==> src/rtl/fir_dec_sched_pkg.sv <==
// Shared types and constants for the decimating-FIR sequencer.
// FSM encoding, overrun-counter width and a saturating increment helper.
package fir_dec_sched_pkg;

    typedef enum logic [1:0] {
        IDLE  = 2'd0,
        RUN   = 2'd1,
        FLUSH = 2'd2,
        DONE  = 2'd3
    } state_t;

    localparam int OVR_CNT_W = 16;

    function automatic logic [OVR_CNT_W-1:0] sat_inc(input logic [OVR_CNT_W-1:0] v);
        return (v == {OVR_CNT_W{1'b1}}) ? v : v + 1'b1;
    endfunction

endpackage

==> src/rtl/fir_dec_sched_mod_counter.sv <==
// Enabled modulo-MOD counter; wrap flags the enabled cycle that returns cnt to zero.
module fir_dec_sched_mod_counter #(
    parameter int MOD = 2,
    parameter int W   = (MOD > 1) ? $clog2(MOD) : 1
)(
    input  logic         clk,
    input  logic         rst,
    input  logic         en,
    output logic [W-1:0] cnt,
    output logic         wrap
);

    assign wrap = en && (cnt == W'(MOD - 1));

    always_ff @(posedge clk or posedge rst) begin
        if (rst)
            cnt <= '0;
        else if (en)
            cnt <= wrap ? '0 : cnt + 1'b1;
    end

endmodule

==> src/rtl/fir_dec_sched.sv <==
// Single-MAC decimating FIR sequencer: ring write pointer, decimation count, MAC stepping.
// Optional FIR_DEC_SCHED_OVR_CNT_EN adds a saturating ovr_cnt port counting dropped launches.
module fir_dec_sched
    import fir_dec_sched_pkg::*;
#(
    parameter int TAPS  = 32,
    parameter int DECIM = 40,
    parameter int DEPTH = 128,
    parameter int AW    = 7,
    parameter int CAW   = 5
)(
    input  logic           clk,
    input  logic           rst,
    input  logic           smp_stb,
    output logic           wr_en,
    output logic [AW-1:0]  wr_addr,
    output logic [AW-1:0]  rd_addr,
    output logic [CAW-1:0] coef_addr,
    output logic           mac_clr,
    output logic           mac_en,
    output logic           out_stb,
    output logic           busy,
    output logic           ovr
`ifdef FIR_DEC_SCHED_OVR_CNT_EN
    ,
    output logic [OVR_CNT_W-1:0] ovr_cnt
`endif
);

    localparam int DW = (DECIM > 1) ? $clog2(DECIM) : 1;
    localparam logic [CAW:0] K_LAST = (CAW + 1)'(TAPS - 1);

    state_t        state, state_nxt;
    logic [DW-1:0] dcnt;
    logic          launch;
    logic          ptr_wrap;
    logic          unused_sigs;
    logic [CAW:0]  k, k_nxt;
    logic [AW-1:0] base;
    logic          k_last;

    assign wr_en       = smp_stb;
    assign unused_sigs = ^{dcnt, ptr_wrap};
    assign k_nxt       = k + 1'b1;
    assign k_last      = (k == K_LAST);

    fir_dec_sched_mod_counter #(.MOD(DEPTH), .W(AW)) u_ptr (
        .clk  (clk),
        .rst  (rst),
        .en   (smp_stb),
        .cnt  (wr_addr),
        .wrap (ptr_wrap)
    );

    fir_dec_sched_mod_counter #(.MOD(DECIM), .W(DW)) u_dcnt (
        .clk  (clk),
        .rst  (rst),
        .en   (smp_stb),
        .cnt  (dcnt),
        .wrap (launch)
    );

    always_ff @(posedge clk or posedge rst) begin
        if (rst)
            state <= IDLE;
        else
            state <= state_nxt;
    end

    always_comb begin
        state_nxt = state;
        busy      = (state != IDLE);
        out_stb   = (state == DONE);
        case (state)
            IDLE:    if (launch) state_nxt = RUN;
            RUN:     if (k_last) state_nxt = FLUSH;
            FLUSH:   state_nxt = DONE;
            DONE:    state_nxt = IDLE;
            default: state_nxt = IDLE;
        endcase
    end

    // Addresses are registered one step ahead so they present base-k while k is current.
    always_ff @(posedge clk or posedge rst) begin
        if (rst) begin
            k         <= '0;
            base      <= '0;
            rd_addr   <= '0;
            coef_addr <= '0;
            mac_en    <= 1'b0;
            mac_clr   <= 1'b0;
            ovr       <= 1'b0;
        end else begin
            mac_en  <= (state == RUN);
            mac_clr <= (state == RUN) && (k == '0);
            if (launch) begin
                if (state == IDLE) begin
                    base      <= wr_addr;
                    k         <= '0;
                    rd_addr   <= wr_addr;
                    coef_addr <= '0;
                end else begin
                    ovr <= 1'b1;
                end
            end
            if (state == RUN) begin
                k <= k_nxt;
                if (!k_last) begin
                    rd_addr   <= base - AW'(k_nxt);
                    coef_addr <= k_nxt[CAW-1:0];
                end
            end
        end
    end

`ifdef FIR_DEC_SCHED_OVR_CNT_EN
    always_ff @(posedge clk or posedge rst) begin
        if (rst)
            ovr_cnt <= '0;
        else if (launch && (state != IDLE))
            ovr_cnt <= sat_inc(ovr_cnt);
    end
`else
    // Overruns are reported only through the sticky ovr flag in this build.
`endif

endmodule

==> config.mk <==
export PLATFORM = sky130hd
export DESIGN_NAME = fir_dec_sched
export DESIGN_NICKNAME = d
export VERILOG_FILES = /design/src/rtl/fir_dec_sched_pkg.sv /design/src/rtl/fir_dec_sched_mod_counter.sv /design/src/rtl/fir_dec_sched.sv
export SDC_FILE = /design/constraint.sdc
export NUM_CORES = 1
export LEC_CHECK = 0
export CORE_ASPECT_RATIO = 0.7
export CORE_MARGIN = 1.5
export CORE_UTILIZATION = 27
export DETAILED_ROUTE_END_ITERATION = 8
export GPL_TIMING_DRIVEN = 0
export SLEW_MARGIN = 5
export SYNTH_ARGS = -nofsm -noshare
export SYNTH_HDL_FRONTEND = slang
export SYNTH_SLANG_ARGS = --single-unit
==> constraint.sdc <==
create_clock -name clk -period 3.4 [get_ports clk]
set_input_delay 0.51 -clock clk [delete_from_list [all_inputs] [get_ports clk]]
set_output_delay 0.51 -clock clk [all_outputs]
set_load 0.02 [all_outputs]
# Word-level counts from Yosys, hierarchy flattened

Cells that the tools add are included.

Flip-flop bits (word level): 43
Bits in latches: 0
Memory bits (writable): 0
Bits in read-only memories: 0
Bits of input ports: 3
Memories kept: 0

Add/subtract/negate cells: 4
Multipliers: 0
Div/mod/pow operators: 0
Order comparisons: 0
Equal/unequal tests: 8
Shift-type cells: 0
Muxes and demuxes: 16
Bitwise gates (word level): 1
Reductions and logical operators: 12

Operator list:

| operator                                                                 | count |
|---|---|
| 7-bit 2-to-1 mux                                                         | 5 |
| 6-bit 2-to-1 mux                                                         | 4 |
| 5-bit 2-to-1 mux                                                         | 4 |
| 6-bit by 1-bit adder with 6-bit output (second input constant)           | 2 |
| 2-bit case mux with 4 select lines                                       | 1 |
| 2-bit AND reduction                                                      | 4 |
| 7-bit by 1-bit adder with 7-bit output (second input constant)           | 1 |
| 7-bit equality test (second input constant)                              | 1 |
| 7-bit by 6-bit subtractor with 7-bit output                              | 1 |
| 6-bit by 5-bit equality test with 1-bit output (second input constant)   | 1 |
| 6-bit equality test (second input constant)                              | 1 |
| 6-bit logical NOT                                                        | 1 |
| 2-bit nonzero test                                                       | 3 |
| 2-bit equality test (second input constant)                              | 2 |
| 2-bit 2-to-1 mux                                                         | 2 |
| 1-bit logical AND                                                        | 3 |
| 2-bit by 1-bit equality test with 1-bit output (second input constant)   | 1 |
| 2-bit logical NOT                                                        | 1 |
| 2-bit by 1-bit inequality test with 1-bit output (second input constant) | 1 |
| 2-bit inequality test (second input constant)                            | 1 |
| 1-bit NOT                                                                | 1 |

# Longest topological paths before layout

Word-level depth: 5
Depth in mapped cells: 9
Gate-level depth less buffers: 9

# By module

Synthesis repeated with hierarchy kept, for this count alone.

Cells, all modules: 211
Area total of the unflattened synthesis: 2,275.9 um^2

Modules (own cells, without submodules):

| module                              | times used | cells an instance | area an instance (um^2) |
|---|---|---|---|
| fir_dec_sched                       | 1          | 154               | 1,640.3 |
| fir_dec_sched_mod_counter at u_ptr  | 1          | 32                | 334.1 |
| fir_dec_sched_mod_counter at u_dcnt | 1          | 25                | 301.5 |

# Least setup slack after synthesis

No wires, ideal clock.

Kind: reg-to-reg
Start: register k[0]
End: register rd_addr[6]
Library setup time: 130 ps
Arrival: 2,261 ps
Required time: 3,270 ps
Path slack: 1,009 ps
Cell stages (with the launch flop): 10
Buffers on the path: 0
Period minus slack after synthesis: 2,391 ps
Cell sequence: dfrtp_1 inv_1 ha_1 inv_1 fa_1 maj3_2 maj3_2 a31oi_1 xnor2_1 a22oi_2

Word-level cells in the longest chain between the ends: 4

RTL lines:

| element                                     | line                 | text |
|---|---|---|
| from (decl)                                 | fir_dec_sched.sv:38  | `logic [CAW:0] k, k_nxt;` |
| from (signal assigned)                      | fir_dec_sched.sv:107 | `k <= k_nxt;` |
| 6-bit by 1-bit adder with 6-bit output      | fir_dec_sched.sv:44  | `assign k_nxt = k + 1'b1;` |
| 7-bit by 6-bit subtractor with 7-bit output | fir_dec_sched.sv:109 | `rd_addr <= base - AW'(k_nxt);` |
| 7-bit 2-to-1 mux *                          | fir_dec_sched.sv:108 | `if (!k_last) begin` |
| 7-bit 2-to-1 mux *                          | fir_dec_sched.sv:106 | `if (state == RUN) begin` |
| to (signal assigned)                        | fir_dec_sched.sv:100 | `rd_addr <= wr_addr;` |
| to (signal assigned)                        | fir_dec_sched.sv:109 |  |
| to (decl)                                   | fir_dec_sched.sv:17  | `output logic [AW-1:0] rd_addr,` |

Every way passes the cells marked *; elsewhere a longest branch is shown, timed or not.
A chain may end at the register's enable or synchronous reset.

# Final worst setup path

Ends and elaborated chain as after synthesis.

==> impl_metrics.csv <==
group,metric,value,unit
run_status,status,"complete, no violations",
global_routing,grt.overflow.total,0,
pwr,p_clk_share,22.4,%
clock_network,clk_pin_slew,0.06,ns
route,wire_per_inst,13.4,µm
worst_setup_path,cpPeakStageDelay,0.44,ns
logic_synthesis,synthMuxAreaShare,3.50,%
logic_synthesis,synth_fp_nets,222,
worst_setup_path,worstPathCellList,"inv_1 -> ha_1 -> inv_1 -> fa_1 -> maj3_2 -> maj3_2 -> a31oi_1 -> xnor2_1 -> a22oi_2",
worst_setup_path,endpoint_kind,"flop",
worst_setup_path,path_max_fanout,5,
worst_setup_path,ff2ff_path_depth,9,
clock_network,cts-root-buf,"clkbuf_16",
logic_synthesis,ys_types,40,
logic_synthesis,yosysWarnings,0,
clock_network,cts_max_level,2,
global_routing,antenna_found_initial,0,
pwr,p_leak,1.21,nW
logic_synthesis,yosysSeqAreaShare,50.2,%
worst_setup_path,critPathTopFamily,"adder cells",
final_layout,multiInputGateArea,986,µm²
placement,gp_congestion,0.799,
timing,hold_viol,0,
logic_synthesis,synth_compound_area_share,10.5,%
logic_synthesis,ys_ff_latch,43,
final_layout,area_growth,28.1,%
hold_path,hp-class,"reg -> reg",
pwr,swShare,37.1,%
logic_synthesis,synthFlopType,"dfrtp_1",
timing,rsz0062_at_grt,"no",
worst_setup_path,critical_path_buf_inv_count,2,
global_routing,grt.total_usage,12.1,%
floorplan,die_area,0.00849,mm²
route,avgViaCountPerCell,4.51,
route,wirelength,4.58,mm
clock_network,cts_num_sinks,43,
timing,fmax,374,MHz
global_routing,grt_max_degree,30,
clock_network,tritoncts,"yes",
logic_synthesis,yosys.area_share.simple,14.7,%
timing,timing.final.ws_setup,0.723,ns
hold_path,worst_hold_path.num_cells,1,
route,drc_errors,0,
floorplan,start_util,28.6,%
pwr,p_sw,1.01,mW
placement,place_worst_setup_slack,0.584,ns
final_layout,fin_nets,257,
global_routing,grt_pass1_vias,1580,
worst_setup_path,cp-start-kind,"flop",
timing,drv_slew,0,
logic_synthesis,syn_area,0.00214,mm²
worst_setup_path,critPathArrivalTime,2.83,ns
clock_network,cts.repair.resized,0,
worst_setup_path,crit_type,"reg -> reg",
final_layout,seqCellArea,0.00108,mm²
placement,place_area,0.00255,mm²
timing,tightest_slew,0.823,ns
worst_setup_path,slowest_stage,"fa_1",
timing,setup_violations,0,
logic_synthesis,synth_top_family_by_area,"simple AND/OR/NAND/NOR gates",
pwr,seqPwrFrac,32.7,%
timing,post-route-min-period,2.68,ns
clock_network,cts_max_path_buffers,2,
logic_synthesis,async_reset_ff_share,100,%
timing,clock_skew,0.00406,ns
logic_synthesis,syn_area_per_cell,10.3,µm²
floorplan,rows,26,
worst_setup_path,crit_required,3.56,ns
timing,slew_headroom,44.6,%
final_layout,num_antenna_cells,0,
clock_network,holdBufCountCts,0,
final_layout,num-fill-cells,767,
route,drt_first_pass_iters,4,
logic_synthesis,synth_fa_ha_area_share,8.41,%
route,vias,1537,
final_layout,final_common_cell,"dfrtp_1",
pwr,p_int,1.71,mW
pwr,vdd_drop_max,495,µV
global_routing,grt_pass1_wl,7.97,mm
floorplan,die_x,109,µm
clock_network,clk_latency,0.28,ns
worst_setup_path,cp.depth,9,
timing,period_share,78.7,%
floorplan,io_pins,28,
final_layout,design_area,0.00274,mm²
route,initialDrtViolationCount,60,
pwr,p_total,2.72,mW
clock_network,post_cts_buffers,0,
flow_run,drv_cap,0,
clock_network,cts_buffers,5,
logic_synthesis,synth_edf_count,0,
logic_synthesis,syn_inst,207,
floorplan,chipHeight,77.5,µm
route,ant_nets,0,
placement,port_buffers,27,
placement,place_hpwl,3.40,mm
pwr,p_comb_share,44.9,%
final_layout,final_cell_mix,"43 x dfrtp_1, 35 x nand2_1, 27 x clkdlybuf4s50_1, 16 x xnor2_1, 12 x nor2_1",
final_layout,drive_gt1_share,9.05,%
pwr,power_density,991,mW/mm²
logic_synthesis,synth-xor-area-share,9.00,%
timing,tns,0,ns
floorplan,core,0.00748,mm²
[final timing paths]
| path | from | endpoint | slack (ns) |
|---|---|---|---|
| max | k[0]$_DFFE_PP0P_ | rd_addr[6]$_DFF_PP0_ | 0.72 |
| min | ovr$_DFFE_PP0P_ | ovr$_DFFE_PP0P_ | 0.48 |
| max reg2reg | k[0]$_DFFE_PP0P_ | rd_addr[6]$_DFF_PP0_ | 0.72 |
| min reg2reg | ovr$_DFFE_PP0P_ | ovr$_DFFE_PP0P_ | 0.48 |
| max in group asynchronous | rst | state[1]$_DFFE_PP0P_ | 2.41 |
| min in group asynchronous | rst | rd_addr[2]$_DFF_PP0_ | 0.52 |
[metal layers]
metal	up-vias	global-route usage, %	part of all wire, %
met2	26	16.0	40
met1	737	19.1	55
met4	0	3.25	0.74
met3	4	3.19	5.0
met5	-	0	0
li1	770	-	-
[state kept, by name, indices dropped and copies added, names as in the netlist]
name / count
ovr: 1
coef_addr: 5
rd_addr: 7
base: 7
mac_en: 1
u_dcnt.cnt: 6
state: 2
u_ptr.cnt: 7
mac_clr: 1
k: 6
[worst reg2reg max path: stages, from the launching register on]
cell     delay [ns]
dfrtp_1        0.43
inv_1          0.11
ha_1           0.33
inv_1          0.10
fa_1           0.44
maj3_2         0.34
maj3_2         0.34
a31oi_1        0.23
xnor2_1        0.17
a22oi_2        0.07
[power groups by stage]
| stage | clock [mW] | combinational (mW) | sequential, mW |
|---|---|---|---|
| 6_report | 0.608 | 1.22 | 0.890 |
| 5_1_grt | 0.652 | 1.35 | 0.925 |
| 4_1_cts | 0.623 | 1.23 | 0.894 |
| 3_5_place_dp | 0 | 1.22 | 0.899 |
| 3_3_place_gp | 0 | 1.20 | 0.893 |
| 2_1_floorplan | 0 | 0.695 | 0.989 |
[Yosys cell counts, drive strengths merged, types with 2 or more instances]
master | n | area, µm²
a22oi | 2 | 20.0
a31oi | 5 | 31.3
o21ai | 11 | 55.1
xnor2 | 16 | 140
o22ai | 2 | 12.5
a21oi | 4 | 20.0
ha | 11 | 138
nand4 | 4 | 25.0
clkbuf | 3 | 11.3
nand3 | 6 | 30.0
mux2i | 3 | 30.0
buf | 4 | 23.8
maj3 | 2 | 22.5
nand2 | 35 | 131
nor2 | 12 | 45.0
mux2 | 4 | 45.0
and2 | 2 | 12.5
o21a | 2 | 15.0
inv | 12 | 45.0
dfrtp | 43 | 1080
a22o | 3 | 26.3
xor2 | 6 | 52.6
and3 | 2 | 12.5
[through the flow]
step / util [%] / cells / hold slack, ns
2_1_floorplan: - / 207 / 0.453
3_5_place_dp: 34.1 / 333 / 0.448
5_1_grt: 36.7 / 341 / 0.488
3_3_place_gp: 33.9 / 332 / 0.447
4_1_cts: 36.7 / 341 / 0.472
6_report: 36.7 / 341 / 0.476
[final cells by class]
cell class,instances,share of cell area [%]
plain buffers,7,1.28
clock inverters,2,2.19
repair buffers,28,10.6
flip-flops and latches,43,39.2
clock buffers,6,4.70
well taps,98,4.47
multi-input cells,145,35.9
inverters,12,1.64
[cell families (layout without fill, tap and decap cells)]
kind of cell               after synthesis  in the layout
buffers and inverters                   19             55
adders and majority gates               14             14
xor gates and xnor gates                22             22
muxes                                    7              7
DFF                                     43             43
AOI/OAI and AO/OA                       34             34
and+or+nand+nor                         68             68
(Power assumes the default switching activity.)
